--- src/rtl/factorial_ctrl.sv ---
// rtl/factorial_ctrl.sv - sequences N*(N-1)*...*2 through an external handshaked multiplier
module factorial_ctrl #(
    parameter int WIDTH = 64
) (
    input  logic                 clk,
    input  logic                 reset,
    input  logic                 start,
    input  logic                 clear,
    input  logic [WIDTH-1:0]     n,
    output logic [WIDTH-1:0]     mul_multiplier,
    output logic [WIDTH-1:0]     mul_multiplicand,
    output logic                 mul_op_start,
    output logic                 mul_op_clear,
    input  logic                 mul_op_done,
    input  logic [2*WIDTH-1:0]   mul_result,
    output logic                 busy,
    output logic                 done,
    output logic                 overflow,
    output logic [2*WIDTH-1:0]   result
);

    typedef enum logic [2:0] {
        S_IDLE,
        S_CHECK,
        S_MUL_REQ,
        S_MUL_WAIT,
        S_MUL_CLR,
        S_DONE
    } state_e;

    localparam logic [2*WIDTH-1:0] ACC_ONE = {{(2*WIDTH-1){1'b0}}, 1'b1};

    state_e               state_q;
    logic [2*WIDTH-1:0]   acc_q;
    logic [2*WIDTH-1:0]   result_q;
    logic [WIDTH-1:0]     cnt_q;
    logic [WIDTH-1:0]     mplier_q;
    logic [WIDTH-1:0]     mcand_q;
    logic                 op_start_q;
    logic                 op_clear_q;
    logic                 overflow_q;
    logic                 busy_q;
    logic                 done_q;
    logic                 in_mul;
    logic                 overflow_d;

    assign in_mul = (state_q == S_MUL_REQ) || (state_q == S_MUL_WAIT) || (state_q == S_MUL_CLR);

    // Upper-half bits only matter while further multiplies remain; the last one may use all 2*WIDTH bits.
    assign overflow_d = (|mul_result[2*WIDTH-1:WIDTH]) && (cnt_q > WIDTH'(2));

    always_ff @(posedge clk) begin
        if (reset) begin
            state_q    <= S_IDLE;
            acc_q      <= ACC_ONE;
            cnt_q      <= '0;
            mplier_q   <= '0;
            mcand_q    <= '0;
            op_start_q <= 1'b0;
            op_clear_q <= 1'b1;
            overflow_q <= 1'b0;
            result_q   <= '0;
            busy_q     <= 1'b0;
            done_q     <= 1'b0;
        end else if (clear) begin
            state_q    <= S_IDLE;
            op_start_q <= 1'b0;
            op_clear_q <= in_mul;
            overflow_q <= 1'b0;
            result_q   <= '0;
            busy_q     <= 1'b0;
            done_q     <= 1'b0;
        end else begin
            op_clear_q <= 1'b0;
            case (state_q)
                S_IDLE, S_DONE: begin
                    if (start) begin
                        acc_q      <= ACC_ONE;
                        cnt_q      <= n;
                        overflow_q <= 1'b0;
                        result_q   <= '0;
                        busy_q     <= 1'b1;
                        done_q     <= 1'b0;
                        state_q    <= S_CHECK;
                    end
                end
                S_CHECK: begin
                    if (cnt_q <= WIDTH'(1)) begin
                        result_q <= acc_q;
                        busy_q   <= 1'b0;
                        done_q   <= 1'b1;
                        state_q  <= S_DONE;
                    end else begin
                        mplier_q   <= cnt_q;
                        mcand_q    <= acc_q[WIDTH-1:0];
                        op_start_q <= 1'b1;
                        state_q    <= S_MUL_REQ;
                    end
                end
                S_MUL_REQ: begin
                    state_q <= S_MUL_WAIT;
                end
                S_MUL_WAIT: begin
                    if (mul_op_done) begin
                        acc_q      <= mul_result;
                        op_start_q <= 1'b0;
                        op_clear_q <= 1'b1;
                        if (overflow_d) begin
                            overflow_q <= 1'b1;
                        end
                        state_q    <= S_MUL_CLR;
                    end
                end
                S_MUL_CLR: begin
                    cnt_q <= cnt_q - WIDTH'(1);
                    if (overflow_q) begin
                        result_q <= acc_q;
                        busy_q   <= 1'b0;
                        done_q   <= 1'b1;
                        state_q  <= S_DONE;
                    end else begin
                        state_q  <= S_CHECK;
                    end
                end
                default: begin
                    state_q <= S_IDLE;
                end
            endcase
        end
    end

    assign mul_multiplier   = mplier_q;
    assign mul_multiplicand = mcand_q;
    assign mul_op_start     = op_start_q;
    assign mul_op_clear     = op_clear_q;
    assign busy             = busy_q;
    assign done             = done_q;
    assign overflow         = overflow_q;
    assign result           = result_q;

endmodule
--- config.mk ---
export PLATFORM = sky130hd
export DESIGN_NAME = factorial_ctrl
export DESIGN_NICKNAME = d
export VERILOG_FILES = /design/src/rtl/factorial_ctrl.sv
export SDC_FILE = /design/constraint.sdc
export NUM_CORES = 1
export LEC_CHECK = 0
export ABC_AREA = 0
export CORE_MARGIN = 4
export CORE_UTILIZATION = 47
export CTS_CLUSTER_DIAMETER = 60
export DETAILED_ROUTE_END_ITERATION = 8
export PLACE_DENSITY_LB_ADDON = 0.3
export SLEW_MARGIN = 20
export SYNTH_ARGS = -nofsm -noshare
export SYNTH_HDL_FRONTEND = slang
export SYNTH_SLANG_ARGS = --single-unit
export TNS_END_PERCENT = 1
--- constraint.sdc ---
create_clock -name clk -period 2.9 [get_ports clk]
set_input_delay 0.725 -clock clk [delete_from_list [all_inputs] [get_ports clk]]
set_output_delay 0.725 -clock clk [all_outputs]
set_load 0.02 [all_outputs]
After elaboration in Yosys (flattened, before gate mapping)
Cells that the tools add are included.
{ "totals": {"out_inout_bits": 261, "inputBits": 197, "ff_bits": 456} }
{ "classes": {"n_reduce_logical": 18, "n_lt_le_gt_ge": 2, "eq_ne": 11, "n_bitwise": 2, "mux": 31, "n_addsub": 1} }
{ "ops": {"columns": ["operator", "n"], "rows": [
  ["$mux 128", 5],
  ["$pmux 128 s3", 1],
  ["$pmux 128 s2", 1],
  ["$pmux 64 s2", 1],
  ["$gt 64x2->1 const B", 1],
  ["$le 64x1->1 const B", 1],
  ["$mux 64", 1],
  ["$reduce_or 64->1", 1],
  ["$sub 64x1->64 const B", 1],
  ["$pmux 3 s5", 1],
  ["$mux 1", 13],
  ["$mux 3", 4],
  ["$ne 2x2->1 const B", 6],
  ["$reduce_and 4->1", 3],
  ["$reduce_and 3->1", 3],
  ["$eq 3x2->1 const B", 2],
  ["$eq 3x3->1 const B", 2],
  ["$pmux 1 s3", 2],
  ["$reduce_bool 2->1", 3],
  ["$pmux 1 s2", 2],
  ["$reduce_or 2->1", 2],
  ["$eq 3x1->1 const B", 1],
  ["$logic_not 3->1", 1],
  ["$reduce_bool 3->1", 1],
  ["other kinds (4)", 6]
]} }

Longest topological paths before layout
Gate-level depths: netlist (run 1).
{ "depth": {"ltp_word": 5, "ltp_mapped": 10, "mapped_depth_nobuf": 8} }

Worst setup path before layout (run 1)
OpenSTA, ideal clock, no wires.
{ "synth_timing": {"path_type": "input port to flip-flop", "startpoint": "in start", "endpoint": "reg acc_q[105]", "stages": 9, "setup_time_ns": 0.132, "path_slack_ns": 0.360, "arrival_ns": 2.408, "cell_sequence": "clkbuf_1 > or3b_2 > a21oi_1 > a41oi_1 > or2_2 > clkbuf_1 > clkbuf_1 > nand2_1 > a21oi_1"} }
{ "synth_between": {"elab_chain_cells": 2} }
{ "synth_rtl": {"columns": ["element", "line", "source"], "rows": [
  ["from (decl)", "7", "input logic start,"],
  ["$ne 2x2->1 (no line)", null, null],
  ["$reduce_and 4->1 (no line)", null, null],
  ["to (signal assigned)", "105", "acc_q <= mul_result;"],
  ["to (decl)", "34", "logic [2*WIDTH-1:0] acc_q;"]
]} }
No other way between the ends.
A chain may end at the register's enable or synchronous reset.

Worst setup path in the final report (run 1)
{ "layout_timing": {"startpoint": "reg cnt_q[9]", "endpoint": "reg mplier_q[45], in the netlist mul_multiplier[45]"} }
{ "layout_between": {"elab_chain_cells": 3} }
{ "layout_rtl": {"columns": ["element", "line", "source"], "rows": [
  ["from (decl)", "36", "logic [WIDTH-1:0] cnt_q;"],
  ["from (signal assigned)", "79", "cnt_q <= n;"],
  ["from (signal assigned)", "115", "cnt_q <= cnt_q - WIDTH'(1);"],
  ["$le 64x1->1", "88", "if (cnt_q <= WIDTH'(1)) begin"],
  ["$not 1->1 (no line)", null, null],
  ["$reduce_and 3->1 (no line)", null, null],
  ["to (signal assigned)", "94", "mplier_q <= cnt_q;"],
  ["to (decl)", "37", "logic [WIDTH-1:0] mplier_q;"]
]} }
No other way between the ends.

==> impl_results.md, run 1 <==
- GP Congestion: 0.958
- Clk_skew: 0.0185 ns
- Reg area: 9130 um^2
- Sw power: 0.00368 W
- Power per cell area: 559 nW/um^2
- Die Width: 209 um
- Vias in the first global route: 19200
- Core area: 39700 um^2
- Rows: 73
- Crit start category: register
- 1st-iter DRT viols: 2317
- Total power: 0.0146 W
- GR Overflow Total: 0
- Port-buffer cells: 457
- Final min period: 2.70 ns
- Hold Path Class: in -> reg
- Pre-Repair DR Iteration Count: 6
- Multi-input gate area: 8850 um^2
- Clock slew at reported path FFs: 0.06 ns
- Async set-reset flop share out of synthesis: 0%
- GRT Util Overall: 30.0%
- YS warnings: 0
- WL/cell: 20.4 um
- Largest net degree at the start of global routing: 166
- Die Ht: 209 um
- Total Nets Final: 3019
- Syn nets: 2632
- First-pass GRT wire length: 108000 um
- Post-Route WL: 69100 um
- Setup Viol. Count Final: 0
- Synth area leader: dfxtp_1
- Synth area leaders: dfxtp_1, nand2_1, a21oi_1
- Die area: 43500 um^2
- Gate Count Post-Synth: 2432
- Seq pwr share: 43.8%
- Worst slew pin tran: 0.842 ns
- Layout Cells excl Fill: 3382
- Slew Viols, Final: 0
- DPL Wire Length: 47800 um
- Antenna-violating nets left: 0
- Max-cap violations: 0
- CTS buffer count: 48
- H-tree depth: 2
- Status: completed
- Maximum vdd ir drop: 0.384 mV
- EDFF count, synth: 0
- Slew HR: 43.8%
- Cell variety after synth: 68
- Post-route setup TNS: 0 ns
- Top_reg_cell synth: dfxtp_1
- Worst-path maximum fanout: 69
- Post-CTS sizing: 0
- Filler instances: 3302
- Most common cell after layout, fill and taps aside: nand2_1
- Vias: 20300
- CTS root buf: clkbuf_16
- Comb power frac: 11.3%
- Most frequent cells in the layout: nand2_1, dfxtp_1, clkdlybuf4s50_1
- Avg Inst Size Synth: 7.78 um^2
- Initial Util: 47.6%
- WP data arrival: 3.18 ns
- Share of cells above drive strength 1: 7.81%
- RSZ-0062 raised after global routing: no
- DR vias/cell: 5.99
- CP required: 3.39 ns
- Clock tree buffer depth: 3
- Fin crit share: 92.9%
- Synthesis-stage register bit count: 456
- Net Sw Frac: 25.2%
- Fmax: 0.371 GHz
- Mapped Area: 18900 um^2
- Drc violations: 0
- Area Growth Syn to Fin: 38.3%
- Register area share after synthesis: 48.2%
- Core Util, Final: 65.9%
- Clk sink count: 456
- Clk Latency, worst-skew pair: 0.58 ns
- Boundary Pins: 458
- Leak pwr: 8.65 nW
- Clk pwr share: 44.9%
- Worst setup margin: 0.204 ns
- P_int: 0.0110 W
- Crit Path Category: reg -> reg
- Initial antenna violation count: 5
- TritonCTS clock tree: built
- Placed Cells: 3294
- Worst Setup End Kind: register
- Post-synth top area share: 48.2%
- Final Hold Vio Count: 0
- Place WS: 0.0554 ns
power by group through the flow:
| stage | clock (W) | sequential (W) | combinational [W] |
|---|---|---|---|
| 2_1_floorplan | 0 | 0.00653 | 0.000809 |
| 3_3_place_gp | 0 | 0.00655 | 0.00159 |
| 3_5_place_dp | 0 | 0.00655 | 0.00161 |
| 4_1_cts | 0.00663 | 0.00641 | 0.00162 |
| 5_1_grt | 0.00686 | 0.00642 | 0.00175 |
| 6_report | 0.00657 | 0.00641 | 0.00165 |
worst paths after layout:
| kind | from | end | slack, ns | cells past startpoint |
|---|---|---|---|---|
| setup / recovery | cnt_q[9] | mul_multiplier[45] | 0.20 | 7 |
| setup reg to reg | cnt_q[9] | mul_multiplier[45] | 0.20 | 7 |
| hold / removal | reset | mul_multiplier[52] | 0.40 | 2 |
| hold reg to reg | acc_q[119] | acc_q[119] | 0.45 | 2 |
critical path, stage by stage, from the launching register on:
cell and delay (ns):
dfxtp_1 0.40, or4_4 0.59, nor4_2 0.39, nand4_1 0.24, o21ai_4 0.29, buf_12 0.29
nand2_1 0.12, a21oi_1 0.18
layer usage:
| layer | wire (um) | track usage, % | vias to the layer above |
|---|---|---|---|
| li1 | - | - | 9360 |
| met1 | 28000 | 41.0 | 9549 |
| met2 | 31100 | 46.5 | 1163 |
| met3 | 6930 | 6.95 | 186 |
| met4 | 3020 | 11.9 | 4 |
| met5 | 34 | 0 | - |
metrics by stage:
stage          cell area, um^2  hold slack (ns)
4_1_cts                  26200            0.373
3_5_place_dp             24500            0.445
6_report                 26200            0.400
3_3_place_gp             24500            0.438
2_1_floorplan            18900            0.432
5_1_grt                  26200            0.390
area by class of cell:
| type | count | area share, % |
|---|---|---|
| Clock inverter | 19 | 1.09 |
| Multi-Input combinational cell | 1743 | 33.8 |
| Sequential cell | 456 | 34.9 |
| Timing Repair Buffer | 559 | 22.1 |
| Tap cell | 525 | 2.51 |
| Clock buffer | 66 | 5.38 |
| Inverter | 11 | 0.158 |
| Antenna cell | 3 | 0.0287 |
logic make-up after synthesis:
group | share of synthesized area (%)
buffers and inverters | 5.42
muxes | 0.377
xor gates and xnor gates | 0.0463
DFF | 48.2
and+or+nand+nor | 27.6
adders and majority gates | 0.251
AOI/OAI and AO/OA | 18.1
Yosys cell counts (all sizes together), types with 2 or more instances:
library cell    n
nand2         604
dfxtp         456
a21oi         311
nand3         288
clkbuf        153
o22ai         138
nor2           74
buf            69
nor4           51
o21ai          51
nor3           34
nand4          20
a31oi          18
or3            14
or4            13
and3           11
a211oi         10
inv            10
a22oi           8
a32o            8
mux2i           6
o311ai          6
a21o            5
a221oi          5
a2bb2oi         5
and4            5
o211ai          5
o31ai           5
or2             4
a32oi           3
and2            3
ha              3
nand2b          3
nand3b          3
nand4b          3
nor3b           3
o32ai           3
or3b            3
a22o            2
a311o           2
o31a            2
registers in the layout, summed over array words and instances (netlist names):
signal            cells
busy                  1
state_q               3
done                  1
overflow              1
acc_q               128
mul_op_clear          1
mul_multiplicand     64
mul_multiplier       64
result              128
cnt_q                64
mul_op_start          1
repair_timing:
action                     4_1_cts  5_1_grt
setup endpoints to repair        0        2
hold buffers                     0        0
setup buffers                    0        0
(Power assumes the default switching activity.)
==> run 2, diff against run 1 <==
- ABC_CLOCK_PERIOD_IN_PS: not set -> 2900
- CORE_UTILIZATION: 47 -> 30
==> run 2 against run 1 <==
Sequential power barely moved. Die area rose by 54%. Clock power rose by 8.1%. Flip-flop and latch count did not move. Fmax fell by 0.86%. Core utilization fell by 23 points. Register-to-register slack got worse by 0.02 ns. Total power rose by 3.9%. Wire length rose by 9.2%. Combinational power rose by 3%. Via count fell by 2.9%. Setup slack got worse by 0.023 ns. Critical endpoint is now cnt_q[53]. Largest power group unchanged. Highest routed layer unchanged.
==> impl_results.md, run 2 (same netlist as run 1, synthesis figures left out) <==
- Status: completed
- Drc violations: 0 (unchanged)
- Hold Path Class: in -> reg
- Final Hold Vio Count: 0 (unchanged)
- Non-Filler Cell Area, Final: 26900 um^2 (+2.6%)
- Vias in the first global route: 18900 (-1.9%)
- Setup bufs post-CTS: 0 (unchanged)
- Leak pwr: 8.84 nW (+2.2%)
- Pre-Repair DR Iteration Count: 6 (unchanged)
- Clk_skew: 0.0281 ns (+0.00956 ns)
- Setup Viol. Count Final: 0 (unchanged)
- TritonCTS clock tree: built
- Antenna-violating nets left: 0 (unchanged)
- Slew Viols, Final: 0 (unchanged)
- Crit Path Category: reg -> reg
- Power per cell area: 566 nW/um^2 (+1.2%)
- Most common cell after layout, fill and taps aside: nand2_1
- Boundary Pins: 458 (unchanged)
- Worst-path maximum fanout: 9 (-87%)
- Post-route setup TNS: 0 ns (unchanged)
- GRT Util Overall: 21.2% (-8.8 points)
- Place WS: -0.0654 ns (-0.121 ns)
- CTS root buf: clkbuf_16
- Filler instances: 6114 (+85%)
- CP required: 3.42 ns (+0.03 ns)
- Sw power: 0.00391 W (+6.2%)
- CTS buffer count: 53 (+10%)
- DR vias/cell: 5.28 (-12%)
- H-tree depth: 2 (unchanged)
- Rows: 91 (+25%)
- Die Ht: 259 um (+24%)
- Worst setup margin: 0.181 ns (-0.0234 ns)
- Core Util, Final: 43.3% (-23 points)
- Share of cells above drive strength 1: 8.77% (+0.95 points)
- Reg2Reg Launch Point: cnt_q[35]
- Initial Util: 30.5% (-17 points)
- Clock tree buffer depth: 3 (unchanged)
- First-pass GRT wire length: 114000 um (+6.0%)
- Clk pwr share: 46.7% (+1.8 points)
- 1st-iter DRT viols: 1737 (-25%)
- Cts hold-fix bufs: 0 (unchanged)
- Clk Latency, worst-skew pair: 0.61 ns (+0.03 ns)
- Fin crit share: 93.8% (+0.81 points)
- Most frequent cells in the layout: nand2_1, dfxtp_1, clkdlybuf4s50_1
- Area Growth Syn to Fin: 42.0%
- DPL Wire Length: 53800 um (+13%)
- Seq pwr share: 42.1% (-1.7 points)
- Post-Route WL: 75500 um (+9.2%)
- RSZ-0062 raised after global routing: no
- WP data arrival: 3.24 ns (+0.06 ns)
- Vias: 19700 (-2.9%)
- Die area: 67200 um^2 (+54%)
- Port-buffer cells: 457 (unchanged)
- GP Congestion: 0.883 (-7.9%)
- Slew HR: 48.2% (+4.3 points)
- Total power: 0.0152 W (+3.9%)
- Worst slew pin tran: 0.778 ns (-0.0649 ns)
- Comb power frac: 11.2% (about the same)
- Crit path capture: cnt_q[53]
- Max-cap violations: 0 (unchanged)
- Clock slew at reported path FFs: 0.06 ns (about the same)
- Final min period: 2.72 ns (+0.0234 ns)
- Maximum vdd ir drop: 0.422 mV (+9.8%)
- P_int: 0.0113 W (+3.1%)
- R2R Setup Slk: 0.18 ns (-0.02 ns)
- Die Width: 259 um (+24%)
- GR Overflow Total: 0 (unchanged)
- Worst Reg-to-Reg Cells: 6 (-1)
- WL/cell: 20.3 um (-0.89%)
- Total Nets Final: 3043 (+0.79%)
- Clk sink count: 456 (unchanged)
- RR Endpoint: cnt_q[53]
- Net Sw Frac: 25.7% (+0.56 points)
- Post-CTS sizing: 0 (unchanged)
- DP Area: 25000 um^2 (+2.1%)
- Core area: 62100 um^2 (+56%)
- Worst Setup End Kind: register
- Crit start category: register
- Crit path from: cnt_q[35]
- Fmax: 0.368 GHz (-0.86%)
- Largest net degree at the start of global routing: 145 (-13%)
- Initial antenna violation count: 6 (+1)
==> run 2: final cells by class <==
class	count	area, um^2	area share, %
antenna	3	7.51	0.0279
clock buffer	73	1540	5.74
clock inverter	25	325	1.21
inverter	11	41.3	0.154
multi-input combinational	1743	8850	32.9
sequential	456	9130	34.0
tap	837	1050	3.90
timing repair buffer	578	5930	22.1
==> run 2: worst min-delay path by stage <==
stage / from / to / cells after the start
after floorplan: acc_q[100] / acc_q[100] / 2
after global placement: acc_q[111] / acc_q[111] / 2
after detailed placement: acc_q[100] / acc_q[100] / 2
after CTS: reset / mul_multiplier[59] / 2
after global routing: reset / mul_multiplier[59] / 2
final: reset / mul_multiplier[55] / 2
==> run 2: metal layers <==
layer  track usage, %  wire, um  vias to the layer above
li1                 -         -                     9430
met1             28.9     32800                     9322
met2             33.2     34300                      776
met3             4.62      5830                      137
met4             7.60      2500                        6
met5                0        40                        -
==> run 2: metrics by stage <==
| stage | std cells | hold WS, ns |
|---|---|---|
| final | 3726 | 0.395 |
| after global routing | 3726 | 0.389 |
| after CTS | 3723 | 0.370 |
| after detailed placement | 3625 | 0.445 |
| after global placement | 3625 | 0.438 |
| after floorplan | 2432 | 0.432 |
==> run 2: worst max-delay path, stage by stage (launching register included) <==
cell	delay, ns
dfxtp_1	0.38
nor3_2	0.54
nand3_2	0.26
nor4_4	0.58
nand2_2	0.23
or4_1	0.45
a31oi_1	0.18
==> run 2: power groups by stage <==
stage | clock [W] | sequential [W] | combinational, W
after global placement | 0 | 0.00654 | 0.00167
after floorplan | 0 | 0.00653 | 0.000809
after CTS | 0.00725 | 0.00640 | 0.00168
final | 0.00710 | 0.00641 | 0.00170
after detailed placement | 0 | 0.00654 | 0.00167
after global routing | 0.00750 | 0.00641 | 0.00181
==> run 3, diff against run 2 <==
- CAP_MARGIN: not set -> 25
- CTS_CLUSTER_SIZE: not set -> 24
- DONT_BUFFER_PORTS: not set -> 1
==> run 3 against run 2 <==
Core utilization fell by 8.7 points. Sequential power about the same. Fmax shrank 2.4%. Combinational power is 33% lower. Wire length is 4.9% lower. Global-route usage shrank 1.2 points. Flip-flop and latch count unchanged. Non-clock buffer count decreased by 503. Total power is 9.8% lower. Critical path depth grew 2. Clock power decreased by 13%. Count of clock-buffer cells in the layout fell by 27. Critical path type unchanged.
==> impl_results.md, run 3 (same netlist as run 1, synthesis figures left out) <==
- Status: completed
- Area Growth Syn to Fin: 13.3%
- Placed Cells: 3122 (-14%)
- Layout Cells excl Fill: 3206 (-14%)
- Vias in the first global route: 16700 (-11%)
- Cts hold-fix bufs: 0 (unchanged)
- Max-cap violations: 0 (unchanged)
- DPL Wire Length: 48800 um (-9.3%)
- Crit path capture: mul_multiplicand[49]
- Die Ht: 259 um (unchanged)
- Post-route setup TNS: 0 ns (unchanged)
- Max incr delay on CP: 0.52 ns (-0.06 ns)
- Die Width: 259 um (unchanged)
- Share of cells above drive strength 1: 8.13% (-0.64 points)
- Clk_skew: 0.0452 ns (+0.0172 ns)
- WP data arrival: 3.29 ns (+0.05 ns)
- Slowest-stage cell, CP: nor4_2
- Leak pwr: 6.72 nW (-24%)
- Most frequent cells in the layout: nand2_1, dfxtp_1, a21oi_1
- Initial antenna violation count: 6 (unchanged)
- Worst-path cell chain: nor4_2 > nand4_1 > buf_4 > or3_1 > o21ai_4 > buf_12 > nand2_1 > a21oi_1
- RR Endpoint: mul_multiplicand[49]
- Total power: 0.0137 W (-9.8%)
- Drc violations: 0 (unchanged)
- WL/cell: 22.4 um (+11%)
- 1st-iter DRT viols: 1853 (+6.7%)
- CTS buffer count: 42 (-21%)
- Crit Path Category: reg -> reg
- Crit path buf inv count: 2 (+2)
- Filler instances: 6523 (+6.7%)
- Worst-path maximum fanout: 86 (+77)
- Most common cell after layout, fill and taps aside: nand2_1
- Worst slew pin tran: 0.849 ns (+0.0719 ns)
- Largest net degree at the start of global routing: 318 (+120%)
- Fmax: 0.359 GHz (-2.4%)
- Worst Reg-to-Reg Cells: 8 (+2)
- Setup bufs post-CTS: 0 (unchanged)
- Worst Setup End Kind: register
- Total Nets Final: 2529 (-17%)
- Setup Viol. Count Final: 0 (unchanged)
- Fin crit share: 96.1% (+2.3 points)
- GR Overflow Total: 0 (unchanged)
- Reg2Reg Launch Point: cnt_q[22]
- Core area: 62100 um^2 (unchanged)
- GP Congestion: 0.895 (+1.3%)
- Clock slew at reported path FFs: 0.09 ns (+0.03 ns)
- Clk sink count: 456 (unchanged)
- First-pass GRT wire length: 107000 um (-6.5%)
- Final Hold Vio Count: 0 (unchanged)
- Antenna-violating nets left: 0 (unchanged)
- Rows: 91 (unchanged)
- CP required: 3.41 ns (about the same)
- Final min period: 2.79 ns (+0.0671 ns)
- CTS root buf: clkbuf_16
- Crit start category: register
- H-tree depth: 2 (unchanged)
- Hold Path Class: in -> reg
- Clock tree buffer depth: 3 (unchanged)
- Crit path depth: 8 (+2)
- Maximum vdd ir drop: 0.436 mV (+3.4%)
- DR vias/cell: 5.58 (+5.7%)
- RSZ-0062 raised after global routing: no
- R2R Setup Slk: 0.11 ns (-0.07 ns)
- Pre-Repair DR Iteration Count: 6 (unchanged)
- Top delay family on crit path: simple AND/OR/NAND/NOR gates
- Boundary Pins: 458 (unchanged)
- Post-Route WL: 71800 um (-4.9%)
- TritonCTS clock tree: built
- Port-buffer cells: 0 (-100%)
- Initial Util: 30.5% (unchanged)
- Die area: 67200 um^2 (unchanged)
- Crit path from: cnt_q[22]
- GRT Util Overall: 20.0% (-1.2 points)
- Slew HR: 43.4% (-4.8 points)
- Vias: 17900 (-9.0%)
- Power per cell area: 640 nW/um^2 (+13%)
- Clk Latency, worst-skew pair: 0.59 ns (-0.02 ns)
- Slew Viols, Final: 0 (unchanged)
-- run 3: per-layer routing --
layer,vias up,wire (um),GRT usage (%)
li1,8396,-,-
met1,8598,30000,26.4
met2,772,33100,31.7
met3,130,6650,5.70
met4,0,2070,6.48
met5,-,0,0
-- run 3: how the worst min path moves through the flow --
stage                     startpoint          to  slack, ns  cells after the start
after floorplan           acc_q[100]  acc_q[100]       0.43                      2
after global placement     acc_q[64]   acc_q[64]       0.44                      2
after detailed placement   acc_q[80]   acc_q[80]       0.44                      2
after CTS                      reset   acc_q[66]       0.21                      1
after global routing           reset   acc_q[67]       0.23                      1
final                          reset   acc_q[66]       0.28                      1
-- run 3: report_power, final --
group	leakage, nW	switching (W)	internal (W)
registers	3.68	0.000113	0.00631
clock network	0.755	0.00305	0.00310
logic	2.28	0.000772	0.000366
total	6.72	0.00393	0.00978
-- run 3: what timing repair did --
action,4_1_cts,5_1_grt
gates resized for setup,0,1
endpoints found under the setup margin,0,3
hold endpoints to repair,0,0
-- run 3: through the flow --
step | setup WS (ns) | hold WS [ns] | utilization [%] | cell area [um^2]
after floorplan | 0.360 | 0.432 | - | 18900
after global placement | 0.251 | 0.439 | 32.0 | 19900
after detailed placement | 0.208 | 0.445 | 32.0 | 19900
after CTS | 0.113 | 0.207 | 34.5 | 21400
after global routing | 0.00156 | 0.234 | 34.5 | 21400
final | 0.114 | 0.280 | 34.6 | 21400
-- run 3: area by class of cell --
| cell class | instances | area [um^2] | area share [%] |
|---|---|---|---|
| sequential | 456 | 9130 | 42.6 |
| multi-input combinational | 1743 | 8850 | 41.3 |
| clock buffer | 46 | 1140 | 5.32 |
| tap | 837 | 1050 | 4.88 |
| timing repair buffer | 75 | 817 | 3.81 |
| clock inverter | 32 | 399 | 1.86 |
| inverter | 11 | 41.3 | 0.193 |
| antenna | 6 | 15.0 | 0.0700 |
